--- src/rtl/fpga_spi_cmd_rx_if.sv ---
// SPI pin bundle plus the decoded configuration outputs of the command receiver.
interface fpga_spi_cmd_rx_if;
    logic       spck;
    logic       mosi;
    logic       ncs;
    logic       miso;
    logic [7:0] conf_word;
    logic       trace_enable;
    logic       cmd_strobe;
    logic       frame_err;

    modport slave (
        input  spck, mosi, ncs,
        output miso, conf_word, trace_enable, cmd_strobe, frame_err
    );

    modport master (
        output spck, mosi, ncs,
        input  miso, conf_word, trace_enable, cmd_strobe, frame_err
    );
endinterface

--- src/rtl/fpga_spi_cmd_rx.sv ---
// Oversampled SPI command receiver: assembles WORD_BITS command words in the
// ck_1356meg domain, applies them once per frame and streams the config back on miso.
module fpga_spi_cmd_rx #(
    parameter int         SYNC_STAGES = 2,   // minimum 2
    parameter int         WORD_BITS   = 16,
    parameter logic [7:0] CONF_RESET  = 8'hE0
) (
    input  logic             ck_1356meg,
    input  logic             nrst,
    fpga_spi_cmd_rx_if.slave spi
);
    localparam int CNT_W = $clog2(WORD_BITS + 2);
    localparam int SET_W = $clog2(SYNC_STAGES + 2);
    localparam logic [CNT_W-1:0] CNT_FULL = CNT_W'(WORD_BITS);
    localparam logic [CNT_W-1:0] CNT_SAT  = CNT_W'(WORD_BITS + 1);
    localparam logic [SET_W-1:0] SETTLED  = SET_W'(SYNC_STAGES + 1);
    localparam logic [2:0]       PIN_IDLE = 3'b100; // {ncs, mosi, spck}

    // SYNC/DRAIN exist only after reset: a frame already in flight when nrst
    // releases is swallowed up to its closing ncs edge without side effects.
    typedef enum logic [2:0] {
        ST_SYNC, ST_DRAIN, ST_IDLE, ST_SHIFT, ST_CLOSE
    } state_t;

    logic [SYNC_STAGES-1:0][2:0] sync_pipe;
    logic [1:0]                  edge_q;     // previous {ncs, spck}
    logic                        ncs_s, mosi_s, spck_s;
    logic                        spck_rise, spck_fall, ncs_rise, ncs_fall;

    state_t                 state, state_nxt;
    logic [SET_W-1:0]       settle, settle_nxt;
    logic [CNT_W-1:0]       cnt, cnt_nxt;
    logic [WORD_BITS-1:0]   shift_reg, shift_nxt;
    logic [WORD_BITS-1:0]   rb, rb_nxt, rb_load;
    logic                   miso_q, miso_nxt;
    logic [7:0]             conf_q, conf_nxt;
    logic                   trace_q, trace_nxt;
    logic                   strobe_q, strobe_nxt;
    logic                   err_q, err_nxt;

    always_ff @(posedge ck_1356meg or negedge nrst) begin
        if (!nrst) begin
            sync_pipe <= {SYNC_STAGES{PIN_IDLE}};
            edge_q    <= 2'b10;
        end else begin
            sync_pipe <= {sync_pipe[SYNC_STAGES-2:0], {spi.ncs, spi.mosi, spi.spck}};
            edge_q    <= {sync_pipe[SYNC_STAGES-1][2], sync_pipe[SYNC_STAGES-1][0]};
        end
    end

    assign ncs_s     = sync_pipe[SYNC_STAGES-1][2];
    assign mosi_s    = sync_pipe[SYNC_STAGES-1][1];
    assign spck_s    = sync_pipe[SYNC_STAGES-1][0];
    assign spck_rise =  spck_s & ~edge_q[0];
    assign spck_fall = ~spck_s &  edge_q[0];
    assign ncs_rise  =  ncs_s  & ~edge_q[1];
    assign ncs_fall  = ~ncs_s  &  edge_q[1];
    assign rb_load   = WORD_BITS'({trace_q, conf_q});

    always_ff @(posedge ck_1356meg or negedge nrst) begin
        if (!nrst) begin
            state     <= ST_SYNC;
            settle    <= '0;
            cnt       <= '0;
            shift_reg <= '0;
            rb        <= '0;
            miso_q    <= 1'b0;
            conf_q    <= CONF_RESET;
            trace_q   <= 1'b0;
            strobe_q  <= 1'b0;
            err_q     <= 1'b0;
        end else begin
            state     <= state_nxt;
            settle    <= settle_nxt;
            cnt       <= cnt_nxt;
            shift_reg <= shift_nxt;
            rb        <= rb_nxt;
            miso_q    <= miso_nxt;
            conf_q    <= conf_nxt;
            trace_q   <= trace_nxt;
            strobe_q  <= strobe_nxt;
            err_q     <= err_nxt;
        end
    end

    always_comb begin
        state_nxt  = state;
        settle_nxt = settle;
        cnt_nxt    = cnt;
        shift_nxt  = shift_reg;
        rb_nxt     = rb;
        miso_nxt   = miso_q;
        conf_nxt   = conf_q;
        trace_nxt  = trace_q;
        strobe_nxt = 1'b0;
        err_nxt    = 1'b0;
        case (state)
            // A fall seen before the pipeline has filled is a frame that began under reset.
            ST_SYNC: begin
                if (settle != SETTLED) settle_nxt = settle + 1'b1;
                if (ncs_fall)                state_nxt = ST_DRAIN;
                else if (settle == SETTLED)  state_nxt = ST_IDLE;
            end
            ST_DRAIN: begin
                miso_nxt = 1'b0;
                if (ncs_rise) state_nxt = ST_IDLE;
            end
            ST_IDLE: begin
                miso_nxt = 1'b0;
                if (ncs_fall) begin
                    cnt_nxt   = '0;
                    rb_nxt    = rb_load;
                    miso_nxt  = rb_load[WORD_BITS-1];
                    state_nxt = ST_SHIFT;
                end
            end
            ST_SHIFT: begin
                if (spck_rise) begin
                    shift_nxt = {shift_reg[WORD_BITS-2:0], mosi_s};
                    if (cnt != CNT_SAT) cnt_nxt = cnt + 1'b1;
                end
                if (spck_fall) begin
                    rb_nxt   = rb << 1;
                    miso_nxt = rb[WORD_BITS-2];
                end
                if (ncs_rise) state_nxt = ST_CLOSE;
            end
            ST_CLOSE: begin
                miso_nxt  = 1'b0;
                state_nxt = ST_IDLE;
                if (cnt == CNT_FULL) begin
                    case (shift_reg[WORD_BITS-1 -: 4])
                        4'b0001: begin conf_nxt  = shift_reg[7:0]; strobe_nxt = 1'b1; end
                        4'b0010: begin trace_nxt = shift_reg[0];   strobe_nxt = 1'b1; end
                        4'b0011: strobe_nxt = 1'b1;
                        default: ;
                    endcase
                end else begin
                    err_nxt = 1'b1;
                end
            end
            default: state_nxt = ST_IDLE;
        endcase
    end

    assign spi.miso         = miso_q;
    assign spi.conf_word    = conf_q;
    assign spi.trace_enable = trace_q;
    assign spi.cmd_strobe   = strobe_q;
    assign spi.frame_err    = err_q;
endmodule

--- src/flat_wrapper.sv ---
// flat-port wrapper written by rule: the top's interface ports become plain ports
module fpga_spi_cmd_rx_flat 
#(
    parameter int         SYNC_STAGES = 2,               
    parameter int         WORD_BITS   = 16,
    parameter logic [7:0] CONF_RESET  = 8'hE0
)
  (ck_1356meg, nrst, spi_spck, spi_mosi, spi_ncs, spi_miso, spi_conf_word, spi_trace_enable, spi_cmd_strobe, spi_frame_err);
  fpga_spi_cmd_rx_if spi_i ();
  input  logic ck_1356meg;
  input  logic nrst;
  input wire logic [$bits(spi_i.spck)-1:0] spi_spck;
  input wire logic [$bits(spi_i.mosi)-1:0] spi_mosi;
  input wire logic [$bits(spi_i.ncs)-1:0] spi_ncs;
  output wire logic [$bits(spi_i.miso)-1:0] spi_miso;
  output wire logic [$bits(spi_i.conf_word)-1:0] spi_conf_word;
  output wire logic [$bits(spi_i.trace_enable)-1:0] spi_trace_enable;
  output wire logic [$bits(spi_i.cmd_strobe)-1:0] spi_cmd_strobe;
  output wire logic [$bits(spi_i.frame_err)-1:0] spi_frame_err;
  assign spi_i.spck = spi_spck;
  assign spi_i.mosi = spi_mosi;
  assign spi_i.ncs = spi_ncs;
  assign spi_miso = spi_i.miso;
  assign spi_conf_word = spi_i.conf_word;
  assign spi_trace_enable = spi_i.trace_enable;
  assign spi_cmd_strobe = spi_i.cmd_strobe;
  assign spi_frame_err = spi_i.frame_err;
  fpga_spi_cmd_rx #(.SYNC_STAGES(SYNC_STAGES), .WORD_BITS(WORD_BITS), .CONF_RESET(CONF_RESET)) u_core (.ck_1356meg(ck_1356meg), .nrst(nrst), .spi(spi_i));
endmodule
--- config.mk ---
export PLATFORM = sky130hd
export DESIGN_NAME = fpga_spi_cmd_rx_flat
export DESIGN_NICKNAME = d
export VERILOG_FILES = /design/src/rtl/fpga_spi_cmd_rx_if.sv /design/src/rtl/fpga_spi_cmd_rx.sv /design/src/flat_wrapper.sv
export SDC_FILE = /design/constraint.sdc
export NUM_CORES = 1
export LEC_CHECK = 0
export BUFFER_PORTS_ARGS = -buffer_cell sky130_fd_sc_hd__buf_2
export CORE_ASPECT_RATIO = 1.4
export CORE_MARGIN = 3
export CORE_UTILIZATION = 30
export CTS_BUF_LIST = sky130_fd_sc_hd__clkbuf_2 sky130_fd_sc_hd__clkbuf_4 sky130_fd_sc_hd__clkbuf_8
export DETAILED_ROUTE_END_ITERATION = 16
export HOLD_SLACK_MARGIN = 0.1
export PLACE_DENSITY_LB_ADDON = 0.12
export SKIP_CTS_REPAIR_TIMING = 1
export SKIP_LAST_GASP = 1
export SLEW_MARGIN = 10
export SYNTH_ARGS = -nofsm -noshare
export SYNTH_HDL_FRONTEND = slang
export SYNTH_SLANG_ARGS = --single-unit
--- constraint.sdc ---
create_clock -name ck_1356meg -period 1.66 [get_ports ck_1356meg]
set_clock_uncertainty 0.15 [all_clocks]
set_input_delay 0.332 -clock ck_1356meg [delete_from_list [all_inputs] [get_ports ck_1356meg]]
set_output_delay 0.332 -clock ck_1356meg [all_outputs]
set_load 0.05 [all_outputs]
Yosys cells after proc, flatten, opt, wreduce, memory -nomap -nowiden
Cells that the tools add are included.
{"block": "totals", "reg_bits": 61, "inputBits": 5, "out_inout_bits": 12, "word_cells": 74}
{"block": "classes", "addsub": 2, "n_eq_ne": 18, "mux": 20, "n_bitwise": 8, "n_reduce_logical": 13}
{"cell": "15-bit 2-to-1 mux", "count": 2}
{"cell": "15-bit case mux with 2 select lines", "count": 1}
{"cell": "3-bit 2-to-1 mux", "count": 5}
{"cell": "5-bit 2-to-1 mux", "count": 3}
{"cell": "2-bit by 1-bit != test with 1-bit output (second input constant)", "count": 6}
{"cell": "3-bit case mux with 4 select lines", "count": 1}
{"cell": "5-bit case mux with 2 select lines", "count": 1}
{"cell": "3-bit AND reduction", "count": 3}
{"cell": "4-bit by 2-bit == test with 1-bit output (second input constant)", "count": 2}
{"cell": "4-bit AND reduction", "count": 2}
{"cell": "3-bit by 2-bit == test with 1-bit output (second input constant)", "count": 2}
{"cell": "1-bit 2-to-1 mux", "count": 6}
{"cell": "2-bit AND reduction", "count": 3}
{"cell": "3-bit OR reduction", "count": 2}
{"cell": "5-bit by 1-bit adder with 5-bit output (second input constant)", "count": 1}
{"cell": "5-bit == test (second input constant)", "count": 1}
{"cell": "5-bit != test (second input constant)", "count": 1}
{"cell": "1-bit bitwise AND", "count": 4}
{"cell": "4-bit by 1-bit == test with 1-bit output (second input constant)", "count": 1}
{"cell": "1-bit inverter", "count": 4}
{"cell": "2-bit nonzero test", "count": 2}
{"cell": "3-bit by 1-bit == test with 1-bit output (second input constant)", "count": 1}
{"cell": "3-bit == test (second input constant)", "count": 1}
{"cell": "3-bit zero test", "count": 1}
{"cell": "other kinds (5)", "count": 5}

Depth between registers and ports, before layout
Gate-level depths: netlist of the first run.
{"block": "depth", "ltp_word": 5, "depth_mapped": 7, "ltp_nobuf": 6}

Worst setup path after synthesis of the first run
No wires, ideal clock.
{"block": "synth_timing", "kind": "register -> register", "from": "register u_core.cnt[0]", "to": "register u_core.conf_q[0] (netlist: u_core.spi.conf_word[0])", "setup_ns": 0.125, "arrival_ns": 1.399, "path_slack_ns": -0.014, "path_stages_with_launch": 7, "path_buffers": 0, "synth_period_minus_slack_ns": 1.674, "path_cell_list": "dfrtp_1 inv_1 ha_1 nand2_1 nor3_2 nand4_2 mux2_2"}
{"block": "synth_between", "elab_chain_len": 2}
{"item": "start, declared", "line_no": "fpga_spi_cmd_rx.sv:32", "rtl": "logic [CNT_W-1:0] cnt, cnt_nxt;"}
{"item": "start signal, assigned", "line_no": "fpga_spi_cmd_rx.sv:75", "rtl": "cnt <= cnt_nxt;"}
{"item": "5-bit == test", "line_no": "fpga_spi_cmd_rx.sv:131", "rtl": "if (cnt == CNT_FULL) begin"}
{"item": "3-bit AND reduction (no line)"}
{"item": "end signal, assigned", "line_no": "fpga_spi_cmd_rx.sv:79", "rtl": "conf_q <= conf_nxt;"}
{"item": "end, declared", "line_no": "fpga_spi_cmd_rx.sv:36", "rtl": "logic [7:0] conf_q, conf_nxt;"}
No other way between the ends.
A chain may end at the register's enable or synchronous reset.

Worst setup path after layout of the first run
{"block": "layout_timing", "from": "register u_core.cnt[1]", "to": "register u_core.conf_q[4] (netlist: u_core.spi.conf_word[4])"}
Same word-level chain as after synthesis.

==> results.py, run 1 <==
metrics = {
    "run_status": {
        "status": "finished, violations left",
        "failed_checks": "setup timing",
    },
    "synthesis": {
        "ys_top_cells_by_area": "dfrtp_1 53%, mux2_2 7.4%, dfstp_2 6.1%",
        "synth_top_family_by_area": "multiplexers",
        "avgSynthCellArea_um2": 13.6,
        "ys.flop_type": "dfrtp_1",
        "yosys.area_share.simple": 0.108,
        "synth_edf_count": 0,
        "netlist.area_leader.share": 0.533,
        "yosysUniqueCellTypes": 39,
        "yosysTopAreaCell": "dfrtp_1",
        "netlist_instances": 190,
        "ys_seq_area_frac": 0.595,
        "async_flop_share": 1.00,
        "synth_most_common_cell": "dfrtp_1",
        "ys_seq_elements": 61,
        "ys_warn_count": 0,
        "muxShareOfSynthArea": 0.161,
        "synth_common_cells": "55 x dfrtp_1, 17 x mux2_2, 15 x o21ai_0, 12 x nand2_1",
        "synth_nets": 199,
        "synth_area_mm2": 0.00258,
        "synthAdderAreaFrac": 0.0194,
        "synthXorXnorAreaFrac": 0.00339,
        "synth_compound_area_frac": 0.0810,
    },
    "layout": {
        "stdcell_count": 346,
        "drive_gt1_frac": 0.422,
        "fill_cells": 789,
        "area_delta_synth_final_pct": 26.6,
        "nets": 248,
        "final_cell_area_mm2": 0.00327,
        "largest_reg_flops": 16,
        "ff_latch_area_mm2": 0.00154,
        "final_util": 0.396,
        "antenna_cells": 0,
        "multi_input_area_mm2": 0.00102,
    },
    "worst_setup_path": {
        "worstSetupEndpointType": "flop",
        "arrival_ps": 1800,
        "ff2ff_path_depth": 6,
        "cp-start-kind": "flop",
        "worstPathCellList": "inv_2, ha_4, nand2_4, nor3_4, nand4_4, mux2_4",
        "crit_path_max_incr_delay_ps": 380,
        "criticalPathCategory": "reg -> reg",
        "cp-endpoint": "u_core.spi.conf_word[4]",
        "cp_max_fo": 8,
        "critPathLaunch": "u_core.cnt[1]",
        "cp_slowest_cell": "dfrtp_1",
        "r2r_slack_ps": -70,
        "cp.required_ps": 1730,
        "r2r-end": "u_core.spi.conf_word[4]",
        "reg2reg_from": "u_core.cnt[1]",
    },
    "die": {
        "die_h_um": 116,
        "ioPinCount": 17,
        "initial_utilization": 0.313,
        "die-area_mm2": 0.00976,
        "fp.dieW_um": 84.4,
        "core_area_mm2": 0.00825,
        "rows": 39,
    },
    "place": {
        "hpwl_mm": 3.22,
        "pre_cts_ws_ps": -42.3,
        "place_area_mm2": 0.00291,
        "dp_cells": 321,
        "io_buffer_count": 16,
        "gp_congestion": 0.687,
    },
    "power": {
        "ir_drop_mv": 0.603,
        "p_per_area_mw_per_mm2": 1130,
        "finalPower_mw": 3.70,
        "power.leakage_nw": 1.55,
    },
    "clocking": {
        "clk_latency_ps": 340,
        "clockRootBuffer": "clkbuf_8",
        "htreeDepth": 3,
        "numCtsBuffers": 9,
        "cts_tree": "yes",
        "cts.sinks": 61,
        "clk_path_buf_depth": 2,
        "path_clk_slew_ps": 70,
    },
    "global_route": {
        "grt_pass1_wl_mm": 8.41,
        "use_met3": 0.0327,
        "overflow": 0,
        "grt_max_degree": 62,
        "use_met2": 0.184,
        "grtUsageTotal": 0.113,
        "grtUsageMet1": 0.133,
        "grt_pass1_vias": 1687,
        "antenna_found_initial": 0,
        "busiest_layer": "met2",
    },
    "timing": {
        "rsz0062_at_grt": "yes",
        "clock.fmax_mhz": 579,
        "setup_slack_ps": -67.9,
        "tightest_slew_ps": 340,
        "finalSetupTns_ps": -277,
        "period_minus_slack_ps": 1730,
        "finalHoldViolCount": 0,
        "setup_viol": 9,
        "finalMaxSlewViolations": 0,
        "period_share": 1.04,
        "max_slew_margin": 0.773,
        "holdWs_ps": 198,
    },
    "routing": {
        "avgViaCountPerCell": 4.61,
        "drt-initial-drc-count": 64,
        "drcViolationCount": 0,
        "ant_nets": 0,
        "wl_per_cell_um": 14.3,
        "vias": 1594,
        "drt-pass1-iter-count": 4,
        "wl_mm": 4.93,
    },
    "worst_hold_path": {
        "hold_path_class": "reg -> reg",
    },
    "flow_run": {
        "max-cap-violations": 0,
    },
}
## worst max-delay path: cells and delay by family, from the launching register on
| family | cells | cell delay (ps) |
|---|---|---|
| adder cells (fa/ha/maj) | 1 | 140 |
| buffers and inverters | 1 | 80 |
| flip-flops | 1 | 380 |
| multiplexers | 1 | 350 |
| AND/OR/NAND/NOR | 3 | 510 |
## kinds of logic after synthesis
| group | after synthesis |
|---|---|
| flops | 61 |
| xor+xnor | 1 |
| compound gates | 33 |
| buf+inv | 11 |
| fa+ha+maj | 4 |
| simple gates | 45 |
| mux | 35 |
## worst min path at each step
stage / from / to / slack (ps) / cells after the start
floorplan: nrst / u_core.cnt[0] / -110 / 0
global placement: u_core.sync_pipe[1] / u_core.mosi_s / 180 / 0
detailed placement: u_core.sync_pipe[1] / u_core.mosi_s / 180 / 0
CTS: nrst / u_core.settle[1] / -150 / 2
global route: u_core.sync_pipe[0] / u_core.spck_s / 210 / 0
finish: u_core.sync_pipe[1] / u_core.mosi_s / 200 / 0
## report_power, final
part	internal, mW	switching (mW)
logic	0.327	0.268
registers	1.61	0.101
clock network	0.831	0.568
## layout make-up
| type | instances | area share |
|---|---|---|
| Sequential cell | 61 | 0.470 |
| Clock buffer | 13 | 0.0529 |
| Multi-Input combinational cell | 118 | 0.311 |
| Clock inverter | 3 | 0.0130 |
| Timing Repair Buffer | 46 | 0.110 |
| Tap cell | 102 | 0.0391 |
| Inverter | 3 | 0.00345 |
## layout by cell type, fill, tap and decap left out, types with 2 or more instances in the layout
| master | instances |
|---|---|
| buf_12 | 3 |
| nand4_1 | 2 |
| ha_1 | 3 |
| inv_2 | 2 |
| clkbuf_4 | 4 |
| dfrtp_1 | 54 |
| buf_2 | 13 |
| o21ai_0 | 14 |
| buf_4 | 23 |
| a21oi_1 | 5 |
| nand2_1 | 11 |
| mux2i_1 | 9 |
| a22o_1 | 7 |
| nor2_1 | 5 |
| nand2b_1 | 3 |
| nor2b_1 | 6 |
| nor3_1 | 2 |
| dlygate4sd3_1 | 4 |
| nor3b_4 | 2 |
| clkbuf_8 | 12 |
| mux2_4 | 10 |
| dfstp_2 | 6 |
| mux2_2 | 16 |
| nand3_1 | 4 |
## routing by layer
layer  vias up  share of wire
met1       795           0.46
met5         -              0
li1        773              -
met4         0          0.023
met3         8          0.031
met2        18           0.49
(Power assumes the default switching activity.)
==> run 2, diff against run 1 <==
--- a/config.mk
+++ b/config.mk
@@ -5,6 +5,7 @@
 export SDC_FILE = /design/constraint.sdc
 export NUM_CORES = 1
 export LEC_CHECK = 0
+export ABC_AREA = 1
 export BUFFER_PORTS_ARGS = -buffer_cell sky130_fd_sc_hd__buf_2
 export CORE_ASPECT_RATIO = 1.4
 export CORE_MARGIN = 3
==> results.py, run 2 <==
metrics = {
    "run_status": {
        "status": "complete, no violations",
    },
    "layout": {
        "layout_common_cells": "136 x nand2_1, 55 x dfrtp_1, 35 x nand3_1, 20 x inv_1, 16 x nor2_1",
        "largest_reg_flops": 16,
        "drive_gt1_frac": 0.190,
        "fill_cells": 954,
        "area_delta_synth_final_pct": 18.2,
        "final_common_cell": "nand2_1",
        "nets": 357,
        "antenna_cells": 0,
        "final_cell_area_mm2": 0.00321,
        "final_util": 0.368,
    },
    "power": {
        "ir_drop_mv": 0.570,
        "finalPower_mw": 3.93,
        "p_per_area_mw_per_mm2": 1230,
        "power.leakage_nw": 1.70,
    },
    "synthesis": {
        "synth_edf_count": 0,
        "yosysUniqueCellTypes": 26,
        "ys_warn_count": 0,
        "avgSynthCellArea_um2": 8.63,
        "synth_common_cells": "136 x nand2_1, 55 x dfrtp_1, 36 x nand3_1, 20 x inv_1, 17 x nor2_1",
        "ys_seq_elements": 61,
        "ys.flop_type": "dfrtp_1",
        "synth_nets": 323,
        "netlist_instances": 314,
        "async_flop_share": 1.00,
        "synth_area_mm2": 0.00271,
        "ys_top_cells_by_area": "dfrtp_1 51%, nand2_1 19%, nand3_1 6.6%",
        "yosysTopAreaCell": "dfrtp_1",
        "ys_seq_area_frac": 0.566,
        "synth_most_common_cell": "nand2_1",
        "netlist.area_leader.share": 0.508,
    },
    "routing": {
        "met3_length_um": 198,
        "avgViaCountPerCell": 4.45,
        "wl_met2_mm": 2.77,
        "wl_per_cell_um": 12.2,
        "ant_nets": 0,
        "vias": 2040,
        "drt-initial-drc-count": 118,
        "top_layer_used": "met4",
        "drt-pass1-iter-count": 4,
        "drcViolationCount": 0,
        "wl_met1_mm": 2.53,
        "wl_mm": 5.59,
    },
    "timing": {
        "finalSetupTns_ps": 0,
        "setup_viol": 0,
        "max_slew_margin": 0.774,
        "clock.fmax_mhz": 622,
        "rsz0062_at_grt": "yes",
        "period_share": 0.969,
        "period_minus_slack_ps": 1610,
        "holdWs_ps": 198,
        "finalHoldViolCount": 0,
        "finalMaxSlewViolations": 0,
        "tightest_slew_ps": 338,
    },
    "worst_setup_path": {
        "path_depth": 1,
        "cp-start-kind": "flop",
        "cp.required_ps": 1180,
        "reg2reg_from": "u_core.state[2]",
        "crit_path_max_incr_delay_ps": 550,
        "cp_slowest_cell": "dfstp_2",
        "r2r-end": "u_core.rb[11]",
        "critPathLaunch": "u_core.spi.conf_word[7]",
        "worstPathCellList": "clkbuf_4",
        "arrival_ps": 1130,
        "cp_max_fo": 3,
        "criticalPathCategory": "reg -> out",
        "ff2ff_path_depth": 7,
        "cp-endpoint": "spi_conf_word[7]",
        "cp.buffers_inverters": 1,
        "r2r_slack_ps": 170,
        "path_delay_family": "flip-flops",
        "worstSetupEndpointType": "primary output",
    },
    "global_route": {
        "overflow": 0,
        "grt_max_degree": 62,
        "grt_pass1_wl_mm": 9.58,
        "grt_pass1_vias": 1966,
        "antenna_found_initial": 0,
        "grtUsageTotal": 0.121,
    },
    "clocking": {
        "cts.sinks": 61,
        "htreeDepth": 3,
        "clk_latency_ps": 340,
        "numCtsBuffers": 9,
        "cts_tree": "yes",
        "clk_path_buf_depth": 2,
        "path_clk_slew_ps": 70,
        "clockRootBuffer": "clkbuf_8",
    },
    "place": {
        "place_area_mm2": 0.00294,
        "io_buffer_count": 16,
        "hpwl_mm": 3.69,
        "gp_congestion": 0.755,
    },
    "die": {
        "die_h_um": 118,
        "core_area_mm2": 0.00871,
        "ioPinCount": 17,
        "fp.dieW_um": 86.3,
        "initial_utilization": 0.311,
        "rows": 40,
        "die-area_mm2": 0.0102,
    },
    "worst_hold_path": {
        "hold_path_class": "reg -> reg",
        "min_from": "u_core.sync_pipe[0]",
    },
    "flow_run": {
        "max-cap-violations": 0,
    },
}
[run 2: final cells by class]
type | count | area, um2 | area share
clock buffer | 12 | 153 | 0.0476
clock inverter | 4 | 47.5 | 0.0148
inverter | 24 | 93.8 | 0.0293
multi-input combinational | 222 | 1030 | 0.322
sequential | 61 | 1530 | 0.479
tap | 105 | 131 | 0.0410
timing repair buffer | 29 | 208 | 0.0648
timing repair inverter | 1 | 5.00 | 0.00156
[run 2: where the power goes]
part,leakage [nW],internal [mW],switching (mW)
clock network,0.103,0.763,0.594
logic,0.800,0.283,0.553
registers,0.801,1.61,0.131
[run 2: cell families after synthesis]
kind of cell / synth area share
DFF: 0.566
xor gates and xnor gates: 0.00646
buffers and inverters: 0.0558
and+or+nand+nor: 0.324
AOI/OAI and AO/OA: 0.0295
adders and majority gates: 0.0185
[run 2: how the worst min path moves through the flow]
stage	to	depth (start not counted)
after floorplan	u_core.cnt[0]	0
after global placement	u_core.spck_s	0
after detailed placement	u_core.spck_s	0
after CTS	u_core.settle[0]	2
after global routing	u_core.spck_s	0
final	u_core.spck_s	0
[run 2: layer usage]
metal  vias to the layer above  global-route usage
met1                       959               0.147
li1                       1048                   -
met3                         8              0.0425
met4                         0              0.0556
met5                         -                   0
met2                        25               0.189
[run 2: stage by stage]
stage	worst slack, ps	instances
after CTS	-8.58	453
after floorplan	243	314
after detailed placement	121	437
after global placement	163	437
after global routing	-0.603	458
final	51.7	458
